`config.mk`:
```
export PLATFORM = sky130hd
export DESIGN_NAME = data_lane_splitter
export DESIGN_NICKNAME = d
export VERILOG_FILES = /design/src/rtl/data_lane_splitter.sv
export SDC_FILE = /design/constraint.sdc
export NUM_CORES = 1
export LEC_CHECK = 0
export BUFFER_PORTS_ARGS = -buffer_cell sky130_fd_sc_hd__buf_4
export CAP_MARGIN = 20
export CORE_MARGIN = 4
export CORE_UTILIZATION = 30
export DETAILED_ROUTE_END_ITERATION = 7
export GPL_TIMING_DRIVEN = 0
export HOLD_SLACK_MARGIN = 0.06
export PLACE_DENSITY_LB_ADDON = 0.1
export REMOVE_ABC_BUFFERS = 1
export SYNTH_ARGS = -nofsm -noshare
export SYNTH_HDL_FRONTEND = slang
export SYNTH_SLANG_ARGS = --single-unit
```
`constraint.sdc`:
```
create_clock -name clk -period 5.39 [get_ports clk]
set_clock_uncertainty 0.1 [all_clocks]
set_input_delay 0.2695 -clock clk [delete_from_list [all_inputs] [get_ports clk]]
set_output_delay 0.2695 -clock clk [all_outputs]
set_load 0.02 [all_outputs]
```
`src/rtl/data_lane_splitter.sv`:
```
// Two-lane skew generator: splits aligned word pairs into independent lanes, delaying the lagging lane.
// Optional SPLIT_STAT_EN adds a 16-bit wrapping counter of fully emitted pairs.
module data_lane_splitter #(
  parameter int unsigned DATA_W   = 32,
  parameter int unsigned MAX_SKEW = 8,
  parameter int unsigned SKEW_W   = 4
) (
  input  logic              clk,
  input  logic              aresetn,
  input  logic [DATA_W-1:0] data_1st_i,
  input  logic [DATA_W-1:0] data_2d_i,
  input  logic              vld_i,
  output logic              ready_o,
  input  logic [SKEW_W-1:0] skew_i,
  input  logic              lead_2d_i,
  output logic [DATA_W-1:0] data_1st_o,
  output logic              vld_1st_o,
  output logic [DATA_W-1:0] data_2d_o,
  output logic              vld_2d_o,
`ifdef SPLIT_STAT_EN
  output logic [15:0]       pairs_cnt_o,
`endif
  output logic [1:0]        statuses_o
);

  // In-flight count spans accept through the lagging output cycle, so it can reach MAX_SKEW+1.
  localparam int unsigned       CNT_W    = $clog2(MAX_SKEW + 2);
  localparam logic [SKEW_W-1:0] SKEW_MAX = SKEW_W'(MAX_SKEW);

  typedef enum logic [1:0] {IDLE, RUN, DRAIN} state_t;

  state_t              state;
  logic                cfg_lead;
  logic [SKEW_W-1:0]   cfg_skew;
  logic [SKEW_W-1:0]   skew_cl;
  logic                match;
  logic                accept;
  logic                lag_push;
  logic [DATA_W-1:0]   lag_in;
  logic [MAX_SKEW-1:0] lag_v;
  logic [DATA_W-1:0]   lag_d [MAX_SKEW];
  logic                tap_vld;
  logic [DATA_W-1:0]   tap_data;
  logic                rel_q;
  logic [CNT_W-1:0]    cnt;
  logic [CNT_W-1:0]    cnt_nxt;
  logic                busy_q;
  logic                err_q;
  logic                l1_ld;
  logic                l2_ld;
  logic [DATA_W-1:0]   l1_d;
  logic [DATA_W-1:0]   l2_d;

  assign skew_cl  = (skew_i > SKEW_MAX) ? SKEW_MAX : skew_i;
  assign match    = (lead_2d_i == cfg_lead) && (skew_cl == cfg_skew);
  assign ready_o  = aresetn && ((state == IDLE) || ((state == RUN) && match));
  assign accept   = vld_i && ready_o;
  assign lag_push = accept && (skew_cl != '0);
  assign lag_in   = lead_2d_i ? data_1st_i : data_2d_i;
  assign cnt_nxt  = cnt + CNT_W'(lag_push) - CNT_W'(rel_q);
  assign statuses_o = {err_q, busy_q};

  // Tap the lag line at index cfg_skew-1; config is frozen while words are in flight.
  always_comb begin
    tap_vld  = 1'b0;
    tap_data = '0;
    for (int i = 0; i < int'(MAX_SKEW); i++) begin
      if (cfg_skew == SKEW_W'(i + 1)) begin
        tap_vld  = lag_v[i];
        tap_data = lag_d[i];
      end
    end
  end

  // Next lane loads: leading lane from the accepted beat, lagging lane from bypass or tap.
  always_comb begin
    l1_ld = 1'b0;
    l2_ld = 1'b0;
    l1_d  = data_1st_o;
    l2_d  = data_2d_o;
    if (accept) begin
      if (!lead_2d_i || (skew_cl == '0)) begin
        l1_ld = 1'b1;
        l1_d  = data_1st_i;
      end
      if (lead_2d_i || (skew_cl == '0)) begin
        l2_ld = 1'b1;
        l2_d  = data_2d_i;
      end
    end
    if (tap_vld) begin
      if (cfg_lead) begin
        l1_ld = 1'b1;
        l1_d  = tap_data;
      end else begin
        l2_ld = 1'b1;
        l2_d  = tap_data;
      end
    end
  end

  always_ff @(posedge clk or negedge aresetn) begin
    if (!aresetn) begin
      lag_v <= '0;
      for (int i = 0; i < int'(MAX_SKEW); i++) lag_d[i] <= '0;
    end else begin
      lag_v[0] <= lag_push;
      lag_d[0] <= lag_in;
      for (int i = 1; i < int'(MAX_SKEW); i++) begin
        lag_v[i] <= lag_v[i-1];
        lag_d[i] <= lag_d[i-1];
      end
    end
  end

  always_ff @(posedge clk or negedge aresetn) begin
    if (!aresetn) begin
      vld_1st_o  <= 1'b0;
      vld_2d_o   <= 1'b0;
      data_1st_o <= '0;
      data_2d_o  <= '0;
      rel_q      <= 1'b0;
      cnt        <= '0;
      busy_q     <= 1'b0;
      err_q      <= 1'b0;
    end else begin
      vld_1st_o <= l1_ld;
      vld_2d_o  <= l2_ld;
      if (l1_ld) data_1st_o <= l1_d;
      if (l2_ld) data_2d_o  <= l2_d;
      rel_q  <= tap_vld;
      cnt    <= cnt_nxt;
      busy_q <= (cnt_nxt != '0);
      err_q  <= err_q | (skew_i > SKEW_MAX);
    end
  end

  // Control FSM: config is latched on the first accept and only changes after a full drain.
  always_ff @(posedge clk or negedge aresetn) begin
    if (!aresetn) begin
      state    <= IDLE;
      cfg_lead <= 1'b0;
      cfg_skew <= '0;
    end else begin
      case (state)
        IDLE: begin
          if (accept) begin
            cfg_lead <= lead_2d_i;
            cfg_skew <= skew_cl;
            state    <= RUN;
          end
        end
        RUN: begin
          if (!match)                       state <= DRAIN;
          else if (!vld_i && (cnt == '0))   state <= IDLE;
        end
        DRAIN: begin
          if (cnt == '0) state <= IDLE;
        end
        default: state <= IDLE;
      endcase
    end
  end

`ifdef SPLIT_STAT_EN
  logic pair_q;

  // Counts once per pair, in the cycle its lagging (or shared) lane valid is high.
  always_ff @(posedge clk or negedge aresetn) begin
    if (!aresetn) begin
      pair_q      <= 1'b0;
      pairs_cnt_o <= '0;
    end else begin
      pair_q <= tap_vld || (accept && (skew_cl == '0));
      if (pair_q) pairs_cnt_o <= pairs_cnt_o + 16'd1;
    end
  end
`endif

endmodule
```
# [After elaboration in Yosys (flattened, before gate mapping)]
# Cells that the tools add are included.
[word_totals] regBits=344 in_bits=72 out_inout_bits=69
[op_classes] addsub=2 eq_ne=15 n_mux=39 n_bitwise=1 n_lt_le_gt_ge=1 n_reduce_logical=18
[ops] op="$mux 32" n=17
[ops] op="$eq 4x3->1 const B" n=4
[ops] op="$mux 1" n=16
[ops] op="$eq 4x2->1 const B" n=2
[ops] op="$logic_not 4->1" n=2
[ops] op="$mux 2" n=4
[ops] op="$reduce_bool 4->1" n=2
[ops] op="$logic_and 1x1->1" n=6
[ops] op="$pmux 2 s3" n=1
[ops] op="$add 4x1->4" n=1
[ops] op="$eq 4x1->1 const B" n=1
[ops] op="$eq 4x4->1" n=1
[ops] op="$eq 4x4->1 const B" n=1
[ops] op="$gt 4x4->1 const B" n=1
[ops] op="$mux 4" n=1
[ops] op="$ne 2x2->1 const B" n=2
[ops] op="$sub 4x1->4" n=1
[ops] op="$logic_or 1x1->1" n=3
[ops] op="$ne 3x2->1 const B" n=1
[ops] op="$reduce_and 3->1" n=1
[ops] op="$eq 2x1->1 const B" n=1
[ops] op="$eq 2x2->1 const B" n=1
[ops] op="$logic_not 1->1" n=2
[ops] op="$logic_not 2->1" n=1
[ops] op="3 further kinds" n=3

# [Depth between registers and ports, before layout]
# Gate-level depths: netlist of the first run.
[logic_depth] depth_word=12 depth_mapped=10 depth_no_buf=9

# [Worst setup path before layout of the first run]
# OpenSTA, ideal clock, no wires.
[synth_timing] path_kind="reg2reg" startpoint="register cfg_skew[2]" endpoint="register busy_q" path_buffers=1 arrival_ns=2.789 period_less_slack_ns=3.028 path_stages_with_launch=11 required_time_ns=5.152 setup_slack_ns=2.362 cell_sequence="dfrtp_1 buf_2 nor4_1 a2111oi_0 a221o_1 nor3_1 ha_1 inv_1 fa_1 inv_1 or4_1"
[synth_between] elab_chain_cells=10
[synth_rtl] element="start: declaration" line_no="34" text="logic [SKEW_W-1:0] cfg_skew;"
[synth_rtl] element="start signal: assignment" line_no="149" text="cfg_skew <= skew_cl;"
[synth_rtl] element="$eq 4x4->1" line_no="55" text="assign match = (lead_2d_i == cfg_lead) && (skew_cl == cfg_skew);"
[synth_rtl] element="$logic_and 1x1->1" line_no="55"
[synth_rtl] element="$logic_and 1x1->1" line_no="56" text="assign ready_o = aresetn && ((state == IDLE) || ((state == RUN) && match));"
[synth_rtl] element="$logic_or 1x1->1" line_no="56"
[synth_rtl] element="$logic_and 1x1->1" line_no="56"
[synth_rtl] element="$logic_and 1x1->1" line_no="57" text="assign accept = vld_i && ready_o;"
[synth_rtl] element="$logic_and 1x1->1" line_no="58" text="assign lag_push = accept && (skew_cl != '0);"
[synth_rtl] element="named net lag_push" line_no="38" text="logic lag_push;"
[synth_rtl] element="$add 4x1->4" line_no="60" text="assign cnt_nxt = cnt + CNT_W'(lag_push) - CNT_W'(rel_q);"
[synth_rtl] element="$sub 4x1->4" line_no="60"
[synth_rtl] element="named net cnt_nxt[1]" line_no="46" text="logic [CNT_W-1:0] cnt_nxt;"
[synth_rtl] element="$reduce_bool 4->1" line_no="133" text="busy_q <= (cnt_nxt != '0);"
[synth_rtl] element="end signal: assignment" line_no="133"
[synth_rtl] element="end: declaration" line_no="47" text="logic busy_q;"
# The timed path passes the listed nets, and every way through them passes these cells.
# A chain may end at the register's enable or synchronous reset.

# [Worst setup path after layout of the first run]
# Same ends and word-level chain as after synthesis.

==> results of run 1 <==
-- worst max-delay path by stage --
| stage | slack (ps) | startpoint | end |
|---|---|---|---|
| 3_3_place_gp | -2930 | aresetn | data_2d_o[5]$_DFFE_PN0P_ |
| 6_report | 730 | cfg_skew[2]$_DFFE_PN0P_ | busy_q$_DFF_PN0_ |
| 4_1_cts | 680 | cfg_skew[2]$_DFFE_PN0P_ | busy_q$_DFF_PN0_ |
| 3_5_place_dp | 730 | cfg_skew[2]$_DFFE_PN0P_ | busy_q$_DFF_PN0_ |
| 5_1_grt | 490 | cfg_skew[2]$_DFFE_PN0P_ | busy_q$_DFF_PN0_ |
| 2_1_floorplan | 1220 | cfg_skew[0]$_DFFE_PN0P_ | data_2d_o[5]$_DFFE_PN0P_ |
-- worst max-delay path, delay by kind of cell, from the launching register on --
family                   cells  cell delay, ps
AND/OR/NAND/NOR              3            1700
flip-flops                   1             840
AO/OA/AOI/OAI                2             750
adder cells (fa/ha/maj)      2             730
buffers and inverters        3             370
-- through the flow --
| step | worst slack, ps | util, % |
|---|---|---|
| after floorplan | 1225 | - |
| after global placement | -2931 | 33.92 |
| after detailed placement | 733.9 | 35.49 |
| after CTS | 682.3 | 40.99 |
| after global routing | 492.2 | 41.01 |
| final | 734.1 | 41.01 |
-- state kept, by name, indices dropped and copies added, names as in the netlist, 2 cells and up --
| signal | cells |
|---|---|
| lag_d | 256 |
| state | 2 |
| cfg_skew | 4 |
| data_1st_o | 32 |
| lag_v | 8 |
| cnt | 4 |
| data_2d_o | 32 |
-- power by group through the flow --
stage	combinational (uW)	clock, uW	sequential [uW]
2_1_floorplan	1530	0	3660
3_3_place_gp	2990	0	3490
3_5_place_dp	3260	0	3440
4_1_cts	3330	2780	3400
5_1_grt	3580	2890	3460
6_report	3290	2680	3390
-- cell families (layout without fill, tap and decap cells) --
logic type,Yosys count,in the layout,share of synthesized area (%)
XOR/XNOR,3,3,0.2029
adder cells (fa/ha/maj),6,6,0.6377
flip-flops,344,344,66.47
AND/OR/NAND/NOR,194,194,6.609
buffers and inverters,84,353,3.159
AO/OA/AOI/OAI,318,318,16.69
multiplexers,76,76,6.232
-- routing by layer --
metal | wire length (um) | up-vias | global-route usage, %
met5 | 0 | - | 0
met4 | 875 | 0 | 4.488
met3 | 1920 | 62 | 2.869
met2 | 17180 | 256 | 25.65
met1 | 18450 | 4687 | 24.24
li1 | - | 4182 | -
-- layout make-up --
cell class	instances	area, um^2
clock buffer	65	1236
sequential	344	8611
clock inverter	9	80.08
tap	577	721.9
inverter	11	41.29
fill	4000	24970
multi-input combinational	597	3981
timing repair buffer	268	2683
-- what timing repair did --
action,CTS,global route
hold buffers,101,0
gates resized for setup,0,0
endpoints found under the hold margin,163,0
-- placed cells by master (no fill, tap or decap), types with 12 or more instances in the layout --
cell type / instances
nand2_1: 132
o21ai_0: 32
clkbuf_16: 41
a21oi_1: 112
a2bb2oi_1: 80
buf_4: 140
dfrtp_1: 342
mux2i_1: 39
o221ai_1: 21
dlygate4sd3_1: 101
buf_16: 17
mux2_2: 37
clkbuf_8: 12
nor2_1: 21
clkbuf_1: 12
a22oi_1: 31
==> run summary, run 1 <==
GRT overflow - 0
Max Cap Viol - 0
Ys flop type - dfrtp_1
P_leak - 0.007597 uW
Top-count cell post-synth - dfrtp_1
Cell Chain, Critical Path - buf_16, nor2b_1, a2111oi_0, a221o_1, nor3_1, ha_1, inv_1, fa_1, inv_1, or4_1
CTS root buf - clkbuf_16
Ports - 141
DRT iter0 DRCs - 594
P&R area growth vs syn - 34.01%
Routed WL per cell - 20.53 um
Clock slew at reported path FFs - 60 ps
Fin area - 0.01735 mm^2
Most frequent CP cell - inv_1
Yosys warning count - 0
Synth Register Bits - 344
Setup crit end kind - flip-flop
H-tree levels - 2
Post-synth EDFFs - 0
Layout cell share with drive strength beyond 1 - 22.10%
CTS tree - built
# diodes - 0
Asr flop ratio synth - 100.0%
Die width - 215.8 um
CP max stage cell - dfrtp_2
Synth cell types - 53
Crit start category - flip-flop
Post-synth top area cell - dfrtp_1
Clock Path Buffers - 3
Post-synthesis sequential area ratio - 66.47%
Area contributors post-synth - dfrtp_1 66%, a2bb2oi_1 5.4%, a21oi_1 4.3%
Tmin final - 4656 ps
Row Count - 75
Core area - 0.04232 mm^2
R2R depth - 10
Hold Crit Class - in -> reg
GP Congestion - 0.6964
Cell count after synthesis - 1,025
WHS - 149.4 ps
Int Pwr - 6117 uW
Logic pwr share - 35.1%
Worst hold path depth - 3
Max IR drop VDD - 0.0002407 V
Final count of negative-setup-slack endpoints - 0
Min-delay src - skew_i[1]
Initial Util - 30.60%
Overall Global Routing Usage - 16.60%
Setup TNS - 0 ps
Worst R2R Start - cfg_skew[2]$_DFFE_PN0P_
# DRC - 0
Hpwl dp - 23,900 um
Clk pwr share - 28.7%
# Post-CTS Setup Buffers - 0
Least-Margin Pin Slew - 998.4 ps
Final hold vios - 0
CP Max Fanout - 22
Final Max Slew Viols - 0
RSZ-0062 raised after global routing - false
Drt pass-1 iters - 7
Tot Pwr - 9354 uW
Final #Nets - 1,340
Switching power - 3238 uW
Post-Layout Cell Count - 1,871
Largest net degree at the start of global routing - 114
Post-Synthesis Cell Area - 0.01295 mm^2
Largest stage delay, worst path - 840 ps
First-pass GRT wire length - 60,860 um
Placed cell count - 1,695
F_max - 0.2148 GHz
Period utilization - 86.38%
Vias/cell - 4.910
Sequential cell fraction of total power - 36.2%
Status - finished, final reports clean
Placed inst area - 0.01502 mm^2
Relative slew slack - 33.30%
Synth Area per Inst - 12.63 um^2
Final ANT Viol Nets - 0
Total Routed Length - 38,420 um
Routed vias - 9,187
WHS Endpoint - cfg_skew[1]$_DFFE_PN0P_
Data arrival at the endpoint of the critical path - 4950 ps
Sw Share - 34.61%
Critical path class - reg -> reg
WP data required - 5680 ps
Port bufs - 140
Die H - 215.8 um
DIE AREA - 0.04655 mm^2
# clock sinks - 344
Pwr Density - 539.0 mW/mm^2
Commonest cells in the netlist - 344 x dfrtp_1, 133 x nand2_1, 112 x a21oi_1, 80 x a2bb2oi_1, 39 x mux2i_1
Inserted Clock Buffers - 40
Reg2Reg Capture Point - busy_q$_DFF_PN0_
Post-synth top area share - 66.47%
Clk Latency, worst-skew pair - 540 ps
Reg2reg setup slack - 730 ps
Vias in the first global route - 9,959
Initial antenna violation count - 0
No activity file was read; power rests on OpenSTA's default activity.
==> run 2: changes to the inputs <==
MAX_ROUTING_LAYER = met4   (was default)
clock period = 4.4 ns   (was 5.39 ns; I/O delays follow)
==> run 2 against run 1 <==
Hold slack lost 41 ps; via count is essentially flat; sequential share of layout area is 0.072 points lower; critical path depth did not move; clock power grew 23%; global-route usage is 0.48 points higher; power up 23%; die area unchanged; largest power group unchanged; highest routed layer unchanged.
==> run summary, run 2 (same netlist as run 1, synthesis figures left out) <==
Drt pass-1 iters - 5
WP data required - 4690 ps
CTS tree - built
Overall Global Routing Usage - 17.08%
GP Congestion - 0.7047
RSZ-0062 raised after global routing - false
Data arrival at the endpoint of the critical path - 4420 ps
CP Max Fanout - 22
Die width - 215.8 um
GRT overflow - 0
Relative slew slack - 44.88%
Most frequent CP cell - inv_1
Routed vias - 9,179
Total Routed Length - 38,550 um
CTS root buf - clkbuf_16
Hold Crit Class - in -> reg
# DRC - 0
Layout cell share with drive strength beyond 1 - 22.24%
P&R area growth vs syn - 34.24%
DIE AREA - 0.04655 mm^2
H-tree levels - 2
Most frequent cells in the layout - 342 x dfrtp_1, 140 x buf_4, 132 x nand2_1
# diodes - 0
Max Cap Viol - 0
Core area - 0.04232 mm^2
Placed inst area - 0.01502 mm^2
Number of flip-flops in the largest register - 256
Final hold vios - 0
Vias/cell - 4.903
Initial antenna violation count - 0
Inserted Clock Buffers - 40
P_leak - 0.007610 uW
Period utilization - 93.92%
Tot Pwr - 11,460 uW
Clk Latency, worst-skew pair - 540 ps
DRT iter0 DRCs - 584
Initial Util - 30.60%
Reg2reg setup slack - 270 ps
Min-delay src - skew_i[1]
Worst hold path depth - 3
Vias in the first global route - 9,962
F_max - 0.2420 GHz
R2R depth - 10
Final Max Slew Viols - 0
Largest stage delay, worst path - 700 ps
Max IR drop VDD - 0.0002964 V
Worst R2R Start - cfg_skew[2]$_DFFE_PN0P_
Hpwl dp - 23,900 um
Least-Margin Pin Slew - 826.8 ps
Setup TNS - 0 ps
CP max stage cell - dfrtp_4
Fin area - 0.01738 mm^2
Crit start category - flip-flop
Port bufs - 140
Final count of negative-setup-slack endpoints - 0
Ports - 141
Status - finished, final reports clean
Routed WL per cell - 20.60 um
Largest net degree at the start of global routing - 114
Pwr Density - 659.4 mW/mm^2
# Post-CTS Setup Buffers - 0
Die H - 215.8 um
Cell Chain, Critical Path - buf_16, nor2b_2, a2111oi_0, a221o_1, nor3_1, ha_1, inv_1, fa_1, inv_1, or4_1
Row Count - 75
Tmin final - 4132 ps
WHS Endpoint - cfg_skew[1]$_DFFE_PN0P_
Post-Layout Cell Count - 1,872
Clock Path Buffers - 3
Placed cell count - 1,695
Biggest register - lag_d
# clock sinks - 344
Final core utilization - 41.08%
Setup crit end kind - flip-flop
Reg2Reg Capture Point - busy_q$_DFF_PN0_
Commonest non-fill, non-tap cell in the layout - dfrtp_1
Final #Nets - 1,341
Critical path class - reg -> reg
Final ANT Viol Nets - 0
Clock slew at reported path FFs - 60 ps
Biggest regs - lag_d: 256 flops, data_1st_o: 32 flops, data_2d_o: 32 flops
First-pass GRT wire length - 60,820 um
## run 2: through the flow
| step | hold slack [ps] | worst slack [ps] |
|---|---|---|
| global route | 132.0 | 48.63 |
| global placement | 249.9 | -3872 |
| finish | 108.3 | 267.5 |
| detailed placement | 101.8 | -256.1 |
| CTS | 64.39 | 45.93 |
| floorplan | -175.6 | 234.7 |
## run 2: how the worst max path moves through the flow
stage / from / cells past startpoint / to / slack (ps)
detailed placement: cfg_skew[2]$_DFFE_PN0P_ / 10 / busy_q$_DFF_PN0_ / -260
floorplan: cfg_skew[0]$_DFFE_PN0P_ / 5 / data_2d_o[5]$_DFFE_PN0P_ / 230
global route: cfg_skew[2]$_DFFE_PN0P_ / 10 / busy_q$_DFF_PN0_ / 50
global placement: aresetn / 5 / data_2d_o[5]$_DFFE_PN0P_ / -3870
CTS: cfg_skew[2]$_DFFE_PN0P_ / 10 / busy_q$_DFF_PN0_ / 50
finish: cfg_skew[2]$_DFFE_PN0P_ / 10 / busy_q$_DFF_PN0_ / 270
## run 2: power by group
| group | leakage [uW] | switching (uW) | internal [uW] |
|---|---|---|---|
| logic | 0.00289 | 2220 | 1800 |
| clock network | 0.000649 | 1310 | 1980 |
| registers | 0.00407 | 438 | 3710 |
| total | 0.00761 | 3970 | 7500 |
## run 2: worst max-delay path, delay by kind of cell (launching register included)
kind | cells | cell delay (ps)
buf+inv | 3 | 340
flops | 1 | 700
compound gates | 2 | 680
fa+ha+maj | 2 | 730
simple gates | 3 | 1410
## run 2: repair_timing
action                                 CTS  global route
hold buffers                           101             0
pin swaps                                0             0
gates resized for setup                  1             1
endpoints found under the hold margin  163             0
setup endpoints to repair                1             1
gates cloned                             0             1
## run 2: metal layers
| layer | GRT usage [%] | up-vias | wire length [um] |
|---|---|---|---|
| met3 | 2.743 | 59 | 1839 |
| met4 | 4.488 | 0 | 855 |
| li1 | - | 4190 | - |
| met1 | 24.27 | 4678 | 18610 |
| met5 | - | - | 0 |
| met2 | 25.66 | 252 | 17250 |
## run 2: area by class of cell
type	count	area, um^2
fill	3998	24940
sequential	344	8613
multi-input combinational	597	3984
timing repair buffer	269	2708
clock buffer	65	1236
tap	577	721.9
clock inverter	9	80.08
inverter	11	41.29
